==> config.mk <==
export PLATFORM = sky130hd
export DESIGN_NAME = flip_flop_bank
export DESIGN_NICKNAME = d
export VERILOG_FILES = /design/src/rtl/flip_flop_bank.sv
export SDC_FILE = /design/constraint.sdc
export NUM_CORES = 1
export LEC_CHECK = 0
export ABC_AREA = 1
export CORE_MARGIN = 4
export CORE_UTILIZATION = 40
export CTS_CLUSTER_DIAMETER = 30
export DETAILED_ROUTE_END_ITERATION = 8
export GPL_ROUTABILITY_DRIVEN = 0
export PLACE_DENSITY = 0.85
export SLEW_MARGIN = 20
export SYNTH_ARGS = -nofsm -noshare
export SYNTH_HDL_FRONTEND = slang
export SYNTH_SLANG_ARGS = --single-unit
==> constraint.sdc <==
create_clock -name clk -period 1.3 [get_ports clk]
set_input_delay 0.26 -clock clk [delete_from_list [all_inputs] [get_ports clk]]
set_output_delay 0.26 -clock clk [all_outputs]
set_load 0.005 [all_outputs]
==> src/rtl/flip_flop_bank.sv <==
// flip_flop_bank: a WIDTH-bit register bank with per-cycle mode select.
// Each cycle the bank can hold, load, toggle by mask, act as JK flip-flops,
// shift serially in either direction, or rotate.
// It also has a synchronous preset, a clock enable, a registered serial output
// and a one-cycle pulse that reports a change of state.
// The asynchronous clear drives the state to RESET_VAL and keeps it there
// while clear is asserted.
module flip_flop_bank #(
    parameter int               WIDTH      = 8,
    parameter logic [WIDTH-1:0] RESET_VAL  = '0,
    parameter logic [WIDTH-1:0] PRESET_VAL = '1
) (
    input  logic             clk,
    input  logic             clear,
    input  logic             preset,
    input  logic             en,
    input  logic [2:0]       mode,
    input  logic [WIDTH-1:0] d,
    input  logic [WIDTH-1:0] k,
    input  logic             ser_in,
    output logic [WIDTH-1:0] q,
    output logic [WIDTH-1:0] q_bar,
    output logic             ser_out,
    output logic             toggled
);

    typedef enum logic [2:0] {
        MODE_HOLD = 3'b000,
        MODE_LOAD = 3'b001,
        MODE_TOG  = 3'b010,
        MODE_JK   = 3'b011,
        MODE_SHL  = 3'b100,
        MODE_SHR  = 3'b101,
        MODE_ROL  = 3'b110,
        MODE_ROR  = 3'b111
    } mode_t;

    mode_t            op;
    logic [WIDTH-1:0] next_q;
    logic             next_ser;
    logic [WIDTH-1:0] jk_q;

    assign op    = mode_t'(mode);
    assign q_bar = ~q;

    // JK result, evaluated per bit: 00 hold, 10 set, 01 reset, 11 toggle
    always_comb begin
        jk_q = q;
        for (int i = 0; i < WIDTH; i++) begin
            case ({d[i], k[i]})
                2'b00:   jk_q[i] = q[i];
                2'b10:   jk_q[i] = 1'b1;
                2'b01:   jk_q[i] = 1'b0;
                default: jk_q[i] = ~q[i];
            endcase
        end
    end

    // Next-state selection: preset overrides the enable, and the enable gates every mode
    always_comb begin
        next_q   = q;
        next_ser = ser_out;
        if (preset) begin
            next_q = PRESET_VAL;
        end else if (en) begin
            case (op)
                MODE_HOLD: next_q = q;
                MODE_LOAD: next_q = d;
                MODE_TOG:  next_q = q ^ d;
                MODE_JK:   next_q = jk_q;
                MODE_SHL: begin
                    next_q   = {q[WIDTH-2:0], ser_in};
                    next_ser = q[WIDTH-1];
                end
                MODE_SHR: begin
                    next_q   = {ser_in, q[WIDTH-1:1]};
                    next_ser = q[0];
                end
                MODE_ROL: begin
                    next_q   = {q[WIDTH-2:0], q[WIDTH-1]};
                    next_ser = q[WIDTH-1];
                end
                MODE_ROR: begin
                    next_q   = {q[0], q[WIDTH-1:1]};
                    next_ser = q[0];
                end
                default: begin
                    next_q   = q;
                    next_ser = ser_out;
                end
            endcase
        end
    end

    // State registers. toggled compares the incoming value with the present one,
    // so a preset or load that leaves q unchanged does not produce a pulse.
    always_ff @(posedge clk or posedge clear) begin
        if (clear) begin
            q       <= RESET_VAL;
            ser_out <= 1'b0;
            toggled <= 1'b0;
        end else begin
            q       <= next_q;
            ser_out <= next_ser;
            toggled <= (next_q != q);
        end
    end

endmodule

==> flow_metrics.py <==
metrics = {
    "timing": {
        "timing.max_slew.rel_slack": 0.7120,
        "timing.final.max_slew_violations": 0,
        "clock_skew_ps": 3.615,
        "fin_crit_ps": 1554,
        "worst_pin_slew_ps": 431.6,
        "hold_ws_ps": 269.7,
        "finalSetupViolations": 6,
        "final_hold_viols": 0,
        "rsz0062_at_grt": "yes",
        "max_freq_mhz": 643.6,
        "period_share": 1.195,
        "final_worst_setup_slack_ps": -253.7,
    },
    "finish": {
        "final_layout_size_suffix_gt1_frac": 0.3310,
        "n_antenna_cell": 0,
        "layoutNonFillerInstCount": 317,
        "layout.cells.most_common": "sky130_fd_sc_hd__nand2_1",
        "final_cell_mix": "66 x sky130_fd_sc_hd__nand2_1, 38 x sky130_fd_sc_hd__nor2_1, 31 x sky130_fd_sc_hd__buf_4, 23 x sky130_fd_sc_hd__nand3_1, 20 x sky130_fd_sc_hd__clkdlybuf4s50_1",
        "fin_nets": 312,
        "layout_overhead_on_the_synthesized_area_pct": 77.80,
    },
    "synthesis": {
        "synth.lib_cells_used.distinct": 21,
        "post_synth_inst_count": 201,
        "syn_area_um2": 1094,
        "postSynthAreaPerCell_um2": 5.441,
        "number_of_register_bits_inferred_by_synthesis": 10,
        "syn-num-nets": 225,
        "seq_area_frac_synth": 0.2288,
        "synthesis.yosys.warnings": 0,
    },
    "grt": {
        "grt_antenna_before_repair": 0,
        "track_usage": 0.2269,
        "vias_in_the_first_global_route": 1459,
        "grt.overflow.total": 0,
        "grt_start_max_net_pins": 11,
        "grt_pass1_wl_um": 6299,
    },
    "critical_path": {
        "worstPathBufferInverterCount": 2,
        "cp_slowest_cell": "sky130_fd_sc_hd__dfrtp_1",
        "crit_path_end_kind": "register",
        "critical_path.top_delay_family": "simple AND/OR/NAND/NOR gates",
        "critical_path.cell_chain": "buf_4, buf_4, nand2_1, nand2_1, nor2_1, nor2_1, nand3_1, nand2_1, nand2_2, nand2_1, nand2_1, nand2_1, nor2_1, nand2_1",
        "critical_path_peak_fanout": 3,
        "critical_path_required_ps": 1470,
        "critPathMaxStageDelay_ps": 390,
        "worstSetupPathType": "reg -> reg",
        "worstSetupStartpointType": "register",
        "timing.critical_path.arrival_ps": 1720,
        "path_common_cell": "sky130_fd_sc_hd__nand2_1",
    },
    "routing": {
        "ant_nets": 0,
        "routed_via_density": 4.984,
        "drt_first_iter_violations": 57,
        "drc_errors": 0,
        "firstDrtPassIters": 4,
        "wl_um": 3848,
        "post_drt_wl_per_cell_um": 12.14,
        "dr_total_vias": 1580,
    },
    "cts": {
        "clock_insertion_delay_worst_skew_ps": 280,
        "max-clock-path-buffers": 2,
        "htree_num_levels": 1,
        "tritoncts": "built",
        "clk_pin_slew_worst_paths_ps": 80,
        "cts.hold.buffers_added": 0,
        "cts_buffer_count": 3,
        "clock_sinks": 10,
        "clock_tree_root_buffer_cell": "sky130_fd_sc_hd__clkbuf_4",
    },
    "placed_design": {
        "port_buffers": 41,
        "number_of_cells_in_the_design_after_placement": 291,
        "hpwlAfterDp_um": 2573,
    },
    "run_status": {
        "violations": "negative setup slack",
        "status": "finished with violations",
    },
    "power_and_ir_drop": {
        "netSwitchingFraction": 0.3595,
        "cellPowerDensity_nw_per_um2": 717.9,
        "share_comb_of_total_power": 0.521,
        "power_leakage_nw": 1.039,
        "switchingPower_mw": 0.5018,
        "vdd_drop_max_v": 0.0008102,
        "clkPwrFrac": 0.216,
        "internal-power_mw": 0.8942,
        "sequentialPowerShare": 0.263,
    },
    "job": {
        "max-cap-violations": 0,
    },
    "floorplan": {
        "die_width_um": 60.29,
        "die_area_um2": 3634,
        "floorplan.initialDensity": 0.4297,
        "die_h_um": 60.29,
        "coreArea_um2": 2545,
        "rows": 18,
        "io_pins": 42,
    },
    "hold_path": {
        "hold_crit_path_type": "in -> async",
    },
}
per-layer routing:
metal,up-vias,track usage,wire (um)
li1,813,-,-
met1,704,0.2840,1656
met2,61,0.3935,1883
met3,2,0.04968,294
met4,0,0.05063,14
met5,-,0,0
cells in the mapped netlist, drive strengths merged:
master	count	share of area
nand3b	1	0.0069
nand2	78	0.28
buf	3	0.021
nor2	40	0.14
inv	23	0.084
nand3	26	0.14
nand4	2	0.011
o31ai	1	0.0069
o21ai	1	0.0046
or2	1	0.0057
a21oi	15	0.069
dfrtp	10	0.23
cell type report:
class                   count  area, um^2
multi-input cells         165       769.5
repair buffers             85       745.7
fillers                   200       600.6
flip-flops and latches     10       254.0
inverters                  23       101.3
well taps                  30       37.54
clock buffers               4       36.28
power groups by stage:
| stage | registers (mW) | clock network (mW) | logic (mW) |
|---|---|---|---|
| after floorplan | 0.387 | 0 | 0.278 |
| after global placement | 0.381 | 0 | 0.584 |
| after detailed placement | 0.383 | 0 | 0.595 |
| after CTS | 0.364 | 0.303 | 0.680 |
| after global routing | 0.369 | 0.309 | 0.807 |
| final | 0.367 | 0.301 | 0.728 |
sequential cells by signal, summed over array words and instances, names as in the netlist:
register	flops
ser_out	1
toggled	1
q	8
timing repair:
item	in CTS	in global routing
resized for setup	63	27
setup buffers	23	3
endpoints found under the setup margin	28	15
pin swaps	3	9
gates cloned	0	0
cell families after synthesis:
kind of cell           synth area share
AO/OA/AOI/OAI                   0.08009
buffers and inverters            0.1041
flip-flops                       0.2288
AND/OR/NAND/NOR                  0.5870
path summary, 6_finish.rpt:
path / start / to / slack [ps] / cells past startpoint
hold reg to reg: ser_out / ser_out / 520 / 2
setup / recovery: q[3] / toggled / -250 / 14
min in group clk: ser_out / ser_out / 520 / 2
setup reg to reg: q[3] / toggled / -250 / 14
max in group asynchronous: clear / q[0] / 700 / 2
hold / removal: clear / q[5] / 270 / 2
metrics by stage:
stage / power [mW] / TNS [ps] / instance area (um^2) / util / setup WS (ps)
finish: 1.396 / -475.2 / 1944 / 0.7640 / -253.7
global route: 1.486 / -881.7 / 1944 / 0.7640 / -391.2
global placement: 0.9652 / -4039 / 1695 / 0.6662 / -678.4
floorplan: 0.6649 / -16.81 / 1105 / - / -16.81
CTS: 1.347 / -274.6 / 1889 / 0.7424 / -190.1
detailed placement: 0.9776 / -4409 / 1695 / 0.6662 / -726.8
Note: power is estimated with default switching activity, not from simulation.
==> edit 1, RTL diff (same flow settings) <==
The parameter `WIDTH` goes from 8 to 9.
--- a/src/rtl/flip_flop_bank.sv
+++ b/src/rtl/flip_flop_bank.sv
@@ -8,3 +8,3 @@
 module flip_flop_bank #(
-    parameter int               WIDTH      = 8,
+    parameter int               WIDTH      = 9,
     parameter logic [WIDTH-1:0] RESET_VAL  = '0,
Interface: changed (resized d, k, q and q_bar); port bits go from 42 to 46. No check against the original RTL was run, so the function may have changed too.
==> edit 1 against the unedited design <==
The flow still finishes with violations (negative setup slack); power rose by 24%; critical path type unchanged; sequential cell count is 1 higher; design area grew 35%; count of clock-buffer cells in the layout did not move; worst setup slack worse by 97 ps; routed wire length rose by 46%; core utilization increased by 1.1 points; non-clock buffer count is 31 higher; first-iteration DRC count grew to 3.4 times the old value; synthesized cell count is 28% higher; combinational power grew 46%; highest routed layer unchanged; synthesized area is 31% higher.
==> edit 1: results <==
clocking:
  postCtsSetupBuffers: 27
  clk_pin_slew_ps: 80
  post_cts_resize_count: 102
  cts_htree_levels: 1
  root_buffer: "clkbuf_4"
synth:
  synthTopCellsByArea: "nand2_1 (24%), dfrtp_1 (19%), nor2_1 (9.9%)"
  synth-seq-cells: 11
  synthesis.instances: 258
  yosysSeqAreaShare: 0.192
  synth_nets: 284
  ys_warn_count: 0
  ys_types: 28
  ys_top_cells_by_count: "nand2_1 (90), nor2_1 (38), nand3_1 (27)"
drt:
  wl_per_cell_um: 13.7
  first_pass_iters: 5
  met2_length_mm: 2.81
  routed_wl_mm: 5.61
  drtIter0Drc: 192
  vias_per_cell: 5.20
  wl_met3_um: 417
  met1_length_mm: 2.17
pwr:
  p_switching_mw: 0.671
  static-leakage-power_nw: 1.39
  peakVddDrop_mv: 0.478
final_layout:
  buffers: 116
  n_fill_cell: 227
  buf_share: 0.409
  drive_gt1_frac: 0.381
  clk_share: 0.0100
  top_regs: "q: 9 flops, ser_out: 1 flops, toggled: 1 flops"
  nMultiInputCombCells: 205
  nets: 392
  inverters: 29
  multi_input_area_sq_um: 1070
  regArea_sq_um: 282
place:
  io_buffers: 45
  numPlacedInstances: 381
  dpl.hpwl_mm: 3.80
timing:
  tns_ps: -1060
  skew_ps: 8.68
  finalSetupViolCount: 13
  worst_slack_ps: -351
  worst_slew_pin_slew_ps: 442
worst_hold_path:
  min_path_type: "in -> async"
worst_setup_path:
  path_max_fanout: 4
  critPathArrivalTime_ps: 1830
grt:
  grt_pass1_vias: 2026
  grt_start_max_net_pins: 14
  antenna_found_initial: 0
  met2_usage: 0.429
  grt_use_total: 0.250
  use_met3: 0.0525
  grt_pass1_wl_mm: 8.72
  met1_usage: 0.301
  globalRouteOverflowTotal: 0
outcome:
  outcome: "finished, violations left"
  violations: "negative setup slack"
-- edit 1: worst paths after layout --
path                            cells past startpoint                 from                   to  slack (ps)
worst max-delay path                               12       q[0]$_DFF_PP0_    toggled$_DFF_PP0_        -350
worst min-delay path                                2                clear       q[4]$_DFF_PP0_         270
worst max register to register                     12       q[0]$_DFF_PP0_    toggled$_DFF_PP0_        -350
worst min register to register                      2  ser_out$_DFFE_PP0P_  ser_out$_DFFE_PP0P_         530
max in group asynchronous                           2                clear       q[5]$_DFF_PP0_         700
min in group clk                                    2  ser_out$_DFFE_PP0P_  ser_out$_DFFE_PP0P_         530
-- edit 1: critical path: stages, from the launching register on --
cell and delay (ps):
dfrtp_2 410, buf_6 130, buf_4 140, nand3_2 60, nand2_1 50, nor2_1 120, nand2_1 90, nand2_1 90
nand2_1 90, nand2_2 80, nand3_1 70, nor2_1 120, nand3_1 90
-- edit 1: power by group through the flow --
| stage | Combinational (mW) | Clock [mW] | Sequential (mW) |
|---|---|---|---|
| after CTS | 0.956 | 0.249 | 0.410 |
| after detailed placement | 0.813 | 0 | 0.431 |
| final | 1.06 | 0.250 | 0.415 |
| after global placement | 0.797 | 0 | 0.431 |
| after global routing | 1.15 | 0.281 | 0.419 |
| after floorplan | 0.408 | 0 | 0.410 |
-- edit 1: cells by family (layout without fill, tap and decap cells) --
group           after synthesis  in the layout  share of synthesized area
compound gates               23             23                     0.0881
buf+inv                      42            149                      0.138
xor+xnor                      1              1                    0.00611
flops                        11             11                      0.192
simple gates                181            181                      0.576
-- edit 1: metrics by stage --
step                hold slack (ps)  instance area (sq um)  worst slack, ps  total power [mW]
floorplan                       112                   1450             -128             0.818
global placement                497                   2220             -782              1.23
detailed placement              498                   2220             -823              1.24
CTS                             286                   2500             -284              1.62
global route                    309                   2630             -482              1.85
finish                          265                   2630             -351              1.73
